### src/rtl/mux_seq_pkg.sv
// Shared types and round-robin helper for the mux select sequencer.
// Latency: n/a (types and a pure combinational function).
// Backpressure: n/a.
//
// Contents: NUM_CH / SEL_W sizing, state_t (IDLE, HOLD), next_ch() pick.
package mux_seq_pkg;

  localparam int NUM_CH = 4;
  localparam int SEL_W  = 2;

  typedef enum logic {
    IDLE = 1'b0,
    HOLD = 1'b1
  } state_t;

  // Search req starting one past the last granted channel, ascending with
  // wrap; the first set bit wins. With no bit set the result is a don't-care
  // (callers only use it when |req), so it falls back to last+1.
  function automatic logic [SEL_W-1:0] next_ch(input logic [NUM_CH-1:0] req,
                                               input logic [SEL_W-1:0]  last);
    logic [SEL_W-1:0] cand;
    logic             found;
    next_ch = last + SEL_W'(1);
    found   = 1'b0;
    for (int i = 1; i <= NUM_CH; i++) begin
      // i == NUM_CH truncates to 0, i.e. the last channel itself is tried last
      cand = last + SEL_W'(i);
      if (!found && req[cand]) begin
        next_ch = cand;
        found   = 1'b1;
      end
    end
  endfunction

endpackage

### src/rtl/rr_pick.sv
// Round-robin channel picker over a 4-bit request mask.
// Latency: combinational, zero cycles.
// Backpressure: none; result is only meaningful when |req.
//
// Ports: req  - request mask, bit n = channel n
//        last - most recently granted channel
//        pick - next channel to grant
module rr_pick
  import mux_seq_pkg::*;
(
  input  logic [NUM_CH-1:0] req,
  input  logic [SEL_W-1:0]  last,
  output logic [SEL_W-1:0]  pick
);

  always_comb begin
    pick = next_ch(req, last);
  end

endmodule

### src/rtl/mux_select_sequencer.sv
// Select generator for mux4_to_1: round-robin over requested channels, each held DWELL cycles.
// Latency: grant visible one cycle after enable && |req is sampled; no gap between dwells.
// Backpressure: none; req/enable only sampled in IDLE or at the end of a dwell, a dwell is never cut short.
//
// Ports: clock, reset (sync, active-high), enable, req[3:0] in;
//        s1/s0 select, sel_valid, strobe (last dwell cycle) out.
// Optional macro SEQ_CAPTURE_EN adds mux_out in, sample_data[3:0] and
// sample_valid out: mux_out is latched per channel on each strobe.
module mux_select_sequencer
  import mux_seq_pkg::*;
#(
  parameter int DWELL = 4,
  parameter int CNT_W = 8
) (
  input  logic              clock,
  input  logic              reset,
  input  logic              enable,
  input  logic [NUM_CH-1:0] req,
  output logic              s1,
  output logic              s0,
  output logic              sel_valid,
  output logic              strobe
`ifdef SEQ_CAPTURE_EN
  ,
  input  logic              mux_out,
  output logic [NUM_CH-1:0] sample_data,
  output logic              sample_valid
`endif
);

  // Counter runs DWELL-1 down to 0, so DWELL == 2**CNT_W still fits.
  localparam logic [CNT_W-1:0] RELOAD = CNT_W'(DWELL - 1);

  state_t           state;
  logic [SEL_W-1:0] sel;
  logic [SEL_W-1:0] last;
  logic [SEL_W-1:0] pick;
  logic [CNT_W-1:0] count;
  logic             go;

  assign go = enable && (|req);
  assign s1 = sel[1];
  assign s0 = sel[0];

  rr_pick u_rr_pick (
    .req  (req),
    .last (last),
    .pick (pick)
  );

  always_ff @(posedge clock) begin
    if (reset) begin
      state     <= IDLE;
      sel       <= '0;
      last      <= SEL_W'(NUM_CH - 1);  // first pick then starts at channel 0
      count     <= '0;
      sel_valid <= 1'b0;
      strobe    <= 1'b0;
    end else begin
      case (state)
        IDLE: begin
          if (go) begin
            state     <= HOLD;
            sel       <= pick;
            last      <= pick;
            count     <= RELOAD;
            sel_valid <= 1'b1;
            strobe    <= (RELOAD == '0);
          end
        end
        HOLD: begin
          if (count == '0) begin
            if (go) begin
              // back-to-back grant, possibly the same channel again
              sel       <= pick;
              last      <= pick;
              count     <= RELOAD;
              sel_valid <= 1'b1;
              strobe    <= (RELOAD == '0);
            end else begin
              state     <= IDLE;
              sel_valid <= 1'b0;
              strobe    <= 1'b0;
            end
          end else begin
            count  <= count - CNT_W'(1);
            // registered strobe lines up with the cycle where count reads 0
            strobe <= (count == CNT_W'(1));
          end
        end
        default: begin
          state     <= IDLE;
          sel_valid <= 1'b0;
          strobe    <= 1'b0;
        end
      endcase
    end
  end

`ifdef SEQ_CAPTURE_EN
  // strobe and sel are both registered, so on a strobe edge sel still names
  // the channel whose dwell is ending.
  always_ff @(posedge clock) begin
    if (reset) begin
      sample_data  <= '0;
      sample_valid <= 1'b0;
    end else begin
      sample_valid <= strobe;
      if (strobe) begin
        sample_data[sel] <= mux_out;
      end
    end
  end
`endif

endmodule

### config.mk
export PLATFORM = sky130hd
export DESIGN_NAME = mux_select_sequencer
export DESIGN_NICKNAME = d
export VERILOG_FILES = /design/src/rtl/mux_seq_pkg.sv /design/src/rtl/rr_pick.sv /design/src/rtl/mux_select_sequencer.sv
export SDC_FILE = /design/constraint.sdc
export NUM_CORES = 1
export LEC_CHECK = 0
export ABC_CLOCK_PERIOD_IN_PS = 3800
export CAP_MARGIN = 20
export CORE_MARGIN = 1
export CORE_UTILIZATION = 40
export CTS_CLUSTER_SIZE = 16
export DETAILED_ROUTE_END_ITERATION = 6
export SYNTH_ARGS = -nofsm -noshare
export SYNTH_HDL_FRONTEND = slang
export SYNTH_SLANG_ARGS = --single-unit
### constraint.sdc
create_clock -name clock -period 3.8 [get_ports clock]
set_input_delay 0.57 -clock clock [delete_from_list [all_inputs] [get_ports clock]]
set_output_delay 0.57 -clock clock [all_outputs]
set_load 0.05 [all_outputs]
## Word-level counts from Yosys, hierarchy flattened

Index checks and enable logic that the tools add are counted.

- Reductions and logical operators: 10
- Magnitude comparators: 4
- Muxes and demuxes: 32
- Eq/ne operators: 3
- Div/mod/pow operators: 0
- Add/sub/neg operators: 4
- Bitwise gates (word level): 1
- Multiply operators: 0
- Shift-type cells: 0

Operators by type and width:

| kind | count |
|---|---|
| 8-bit two-way mux | 2 |
| 8-bit one-hot mux with 2 select lines | 1 |
| 2-bit two-way mux | 7 |
| 1-bit two-way mux | 13 |
| 2-bit by 3-bit < comparator with 1-bit output, second input constant | 4 |
| 1-bit binary-select mux with 2-bit select | 4 |
| 8-bit by 1-bit == test with 1-bit output, second input constant | 1 |
| 8-bit zero test | 1 |
| 2-bit one-hot mux with 2 select lines | 2 |
| 8-bit by 1-bit subtractor with 8-bit output, second input constant | 1 |
| 1-bit one-hot mux with 2 select lines | 3 |
| 2-bit adder, second input constant | 2 |
| 1-bit logical AND | 4 |
| 4-bit OR reduction | 1 |
| 1-bit zero test | 3 |
| 2-bit by 1-bit adder with 2-bit output, second input constant | 1 |
| 2-bit by 1-bit inequality test with 1-bit output, second input constant | 1 |
| 2-bit inequality test, second input constant | 1 |
| 2-bit AND reduction | 1 |
| 1-bit inverter | 1 |

- Flip-flop bits (word level): 15
- Bits of input ports: 7
- Bits in latches: 0
- Memories kept: 0
- Output and inout bits: 4
- Word-level logic and storage cells: 60
- Bits in read-only memories: 0
- Bits in writable memories: 0

## Longest topological paths before layout

- Depth after elaboration: 16
- Depth in mapped cells: 6
- Mapped depth without buffers: 6

## By module

From an unflattened synthesis, not the netlist that was laid out.

- Cell total of the unflattened synthesis: 96
- Area, all modules: 850.8 sq um

By module, submodules not included:

| module | seq. area each (sq um) | area an instance (sq um) | instances | cells an instance |
|---|---|---|---|---|
| mux_select_sequencer | 300.3 | 745.7 | 1 | 79 |
| rr_pick | 0.0 | 105.1 | 1 | 17 |

## Worst setup path after synthesis

OpenSTA, ideal clock, no wires.

- Path type: input to register
- Start point: in req[3]
- End point: reg last[0]
- Path buffers: 0
- Library setup time: 127 ps
- Required time: 3,673 ps
- Stages: 5
- Arrival time: 1,712 ps
- Slack: 1,961 ps
- Cells stage by stage: or3b_2 -> a21bo_2 -> nand4_1 -> nor3_1 -> or3b_1

- Word-level cells in the longest chain between the ends: 15
- Elaborated cells between the ends (all ways): 25
- Classes of those cells: 17 x mux; 8 x reduce/logical

Ends and longest elaborated chain:

| item | RTL line | source |
|---|---|---|
| start, declared | mux_select_sequencer.sv:18 | `input logic [NUM_CH-1:0] req,` |
| 1-bit binary-select mux with 2-bit select | mux_seq_pkg.sv:28 | `if (!found && req[cand]) begin` |
| 1-bit two-way mux (implied by the code) | mux_seq_pkg.sv:28 |  |
| 1-bit two-way mux | mux_seq_pkg.sv:28 |  |
| 1-bit zero test | mux_seq_pkg.sv:28 |  |
| 1-bit logical AND | mux_seq_pkg.sv:28 |  |
| 1-bit two-way mux | mux_seq_pkg.sv:28 |  |
| 1-bit zero test | mux_seq_pkg.sv:28 |  |
| 1-bit logical AND | mux_seq_pkg.sv:28 |  |
| 1-bit two-way mux | mux_seq_pkg.sv:28 |  |
| 1-bit zero test | mux_seq_pkg.sv:28 |  |
| 1-bit logical AND | mux_seq_pkg.sv:28 |  |
| 2-bit two-way mux | mux_seq_pkg.sv:28 |  |
| 2-bit two-way mux * | mux_select_sequencer.sv:62, mux_select_sequencer.sv:73 |  |
| 2-bit two-way mux | mux_select_sequencer.sv:72 | `if (count == '0) begin` |
| 2-bit one-hot mux with 2 select lines * | mux_select_sequencer.sv:60 | `case (state)` |
| end signal, assigned | mux_select_sequencer.sv:55 | `last <= SEL_W'(NUM_CH - 1);` |
| end signal, assigned | mux_select_sequencer.sv:65 | `last <= pick;` |
| end signal, assigned | mux_select_sequencer.sv:76 | `last <= pick;` |
| end, declared | mux_select_sequencer.sv:36 | `logic [SEL_W-1:0] last;` |

Mark *: on every way between the ends. The rest lies on a longest branch, timed or not. The select of a mux whose other input is x is not followed.
A chain may end at the register's enable or synchronous reset.

## Worst setup path after layout

- Start point: in req[0]
- End point: reg last[0]

The elaborated chain is that of the path after synthesis.

==> results.json <==
{
  "grt_max_degree": 17,
  "synth_top_area_cell": "dfxtp_1",
  "met2_wirelength_um": 846,
  "synth.most_common_cell": "dfxtp_1",
  "switchingPower_uw": 166,
  "gp_congestion": 0.746,
  "slew_headroom_pct": 46.1,
  "grt_usage_pct": 17.7,
  "peakVddDrop_v": 0.000187,
  "htreeDepth": 1,
  "synth_fp_nets": 122,
  "swShare_pct": 37.6,
  "drc": 0,
  "antenna_found_initial": 0,
  "drtPass1Iterations": 4,
  "drive_above_1_share_pct": 12.5,
  "dieArea_mm2": 0.00253,
  "area_growth_pct": 14.7,
  "power-per-cell-area_mw_per_mm2": 412,
  "synth-edff-count": 0,
  "synth_cell_type_count": 41,
  "end_kind": "flop",
  "timing.rr.start": "count[2]$_SDFF_PP0_",
  "grt-ovfl-total": 0,
  "finalInstanceArea_mm2": 0.00107,
  "synth-main-ff-cell": "dfxtp_1",
  "post_cts_buffers": 0,
  "crit_path_max_fanout": 11,
  "cts_hold_buf": 0,
  "cts_tree": "yes",
  "clock_path_buffers": 2,
  "ys_async_sr_fraction_pct": 0,
  "synth_area_um2": 935,
  "setup-tns-final_ns": 0,
  "cp.required_ns": 3.98,
  "slew_violations": 0,
  "hold_path.class": "reg -> reg",
  "critPathLaunchType": "input pin",
  "rsz0062_at_grt": "no",
  "p_leak_uw": 0.000373,
  "worstReg2RegEnd": "count[6]$_SDFF_PP0_",
  "min_from": "strobe$_SDFFE_PP0P_",
  "maxCapViolCount": 0,
  "setup_viol": 0,
  "rows": 17,
  "vias": 857,
  "route.met3.wl_um": 65,
  "cp.arrival_ns": 2.50,
  "core_area_mm2": 0.00221,
  "place_area_mm2": 0.00104,
  "synth_top_area_share_pct": 32.1,
  "cts_root_buf": "clkbuf_4",
  "timing.final.hold_violations": 0,
  "yosysSeqAreaShare_pct": 32.1,
  "power.internal_uw": 276,
  "start_util_pct": 42.3,
  "pwr-share-clk_pct": 21.0,
  "clkSlewWorstSetupHoldPaths_ns": 0.09,
  "cts_made_buffers": 3,
  "tightest_slew_ns": 0.800,
  "dp_hpwl_um": 1420,
  "status": "complete, no violations",
  "synthTopCellsByArea": "dfxtp_1 (32%), a21oi_1 (5.9%), nor2_1 (5.2%)",
  "comb_power_share_pct": 34.4,
  "die_h_um": 50.3,
  "critPathKind": "in -> reg",
  "syn-instance-count": 112,
  "nets": 131,
  "grt_pass1_vias": 742,
  "cts_resized": 0,
  "netlist_top_cells_count": "dfxtp_1 (15), nor2_1 (13), a21oi_1 (11), nor3_1 (8), a211oi_1 (5)",
  "wl_per_cell_um": 13.1,
  "synth_warnings": 0,
  "holdPathStages": 2,
  "viasPerCell": 5.79,
  "topRoutingLayerUsed": "met4",
  "dieWidth_um": 50.3,
  "insertion_delay_ns": 0.29,
  "worst_hold_path.endpoint": "strobe$_SDFFE_PP0P_",
  "ys_ff_latch": 15,
  "pwr-share-seq_pct": 44.6,
  "cts_sinks": 15,
  "drt-initial-drc-count": 11,
  "antennaDiodeCount": 0,
  "portBuffers": 10,
  "r2r_cells": 5,
  "fmax_mhz": 431,
  "skew_ns": 0.00266,
  "period_share_pct": 61.0,
  "wl_met1_um": 1020,
  "antenna_left": 0,
  "r2r_slack_ns": 1.84,
  "avgSynthCellArea_um2": 8.35,
  "io-pin-count": 11,
  "fin_crit_ns": 2.32,
  "grt_pass1_wl_um": 3450,
  "wl_um": 1950
}
[state kept, by name (all words and copies together) (netlist names)]
name       flops
count          8
sel_valid      1
strobe         1
sel            2
state          1
last           2
[power groups by stage]
stage	sequential (uW)	combinational, uW	clock, uW
after global placement	200	150	0
after CTS	197	153	98.5
after global routing	201	168	107
after floorplan	206	109	0
after detailed placement	200	152	0
final	197	152	93.1
[area by class of cell]
class                           count  area [um2]
Clock buffer                        3        22.5
Clock inverter                      1        5.00
Fill cell                         238        1140
Inverter                            4        15.0
Multi-Input combinational cell     87         594
Sequential cell                    15         300
Tap cell                           28        35.0
Timing Repair Buffer               10         100
[layer usage]
metal,vias to the layer above,global-route usage [%]
met5,-,0
met2,16,26.7
met4,0,6.94
li1,446,-
met3,2,2.73
met1,393,25.2
[kinds of logic after synthesis]
group,count (synthesis),synth area share (%)
flip-flops,15,32.1
AND/OR/NAND/NOR,45,28.2
adder cells (fa/ha/maj),3,4.02
AO/OA/AOI/OAI,37,29.5
XOR/XNOR,2,1.87
buffers and inverters,10,4.28
[through the flow]
stage          setup slack, ns  hold WS (ns)  total power (uW)  std cells  utilization [%]
2_1_floorplan             1.96         0.466               314        112                -
3_3_place_gp              1.22         0.454               350        144             47.2
3_5_place_dp              1.18         0.482               352        144             47.2
4_1_cts                   1.50         0.495               448        148             48.5
5_1_grt                   1.39         0.521               476        148             48.5
6_report                  1.48         0.484               442        148             48.5
[worst max-delay path by stage]
stage,depth (start not counted),end,startpoint,slack [ns]
2_1_floorplan,5,last[0]$_SDFFE_PP1P_,req[3],1.96
3_3_place_gp,6,last[0]$_SDFFE_PP1P_,req[0],1.22
3_5_place_dp,6,last[0]$_SDFFE_PP1P_,req[0],1.18
4_1_cts,6,last[0]$_SDFFE_PP1P_,req[0],1.50
5_1_grt,6,last[0]$_SDFFE_PP1P_,req[0],1.39
6_report,6,last[0]$_SDFFE_PP1P_,req[0],1.48
[critical path: stages]
cell and delay (ns):
clkdlybuf4s50_1 0.68, or3b_2 0.48, a21bo_2 0.22, nand4_1 0.14, nor3_1 0.06, or3b_1 0.35
[layout by cell type (no fill, tap or decap), types with 2 or more instances in the layout]
cell type,netlist,layout
dfxtp_1,15,15
clkbuf_4,0,3
xor2_1,2,2
a21oi_1,11,11
nor2_1,13,13
nand4b_1,2,2
o21ai_1,3,3
o211ai_1,2,2
nor3_1,8,8
clkdlybuf4s50_1,0,10
inv_1,4,4
a211oi_1,5,5
nand2b_1,2,2
ha_1,3,3
o21ai_0,3,3
nand2_1,3,3
nand3_1,4,4
nand4_1,3,3
Note: power is estimated with default switching activity, not from simulation.
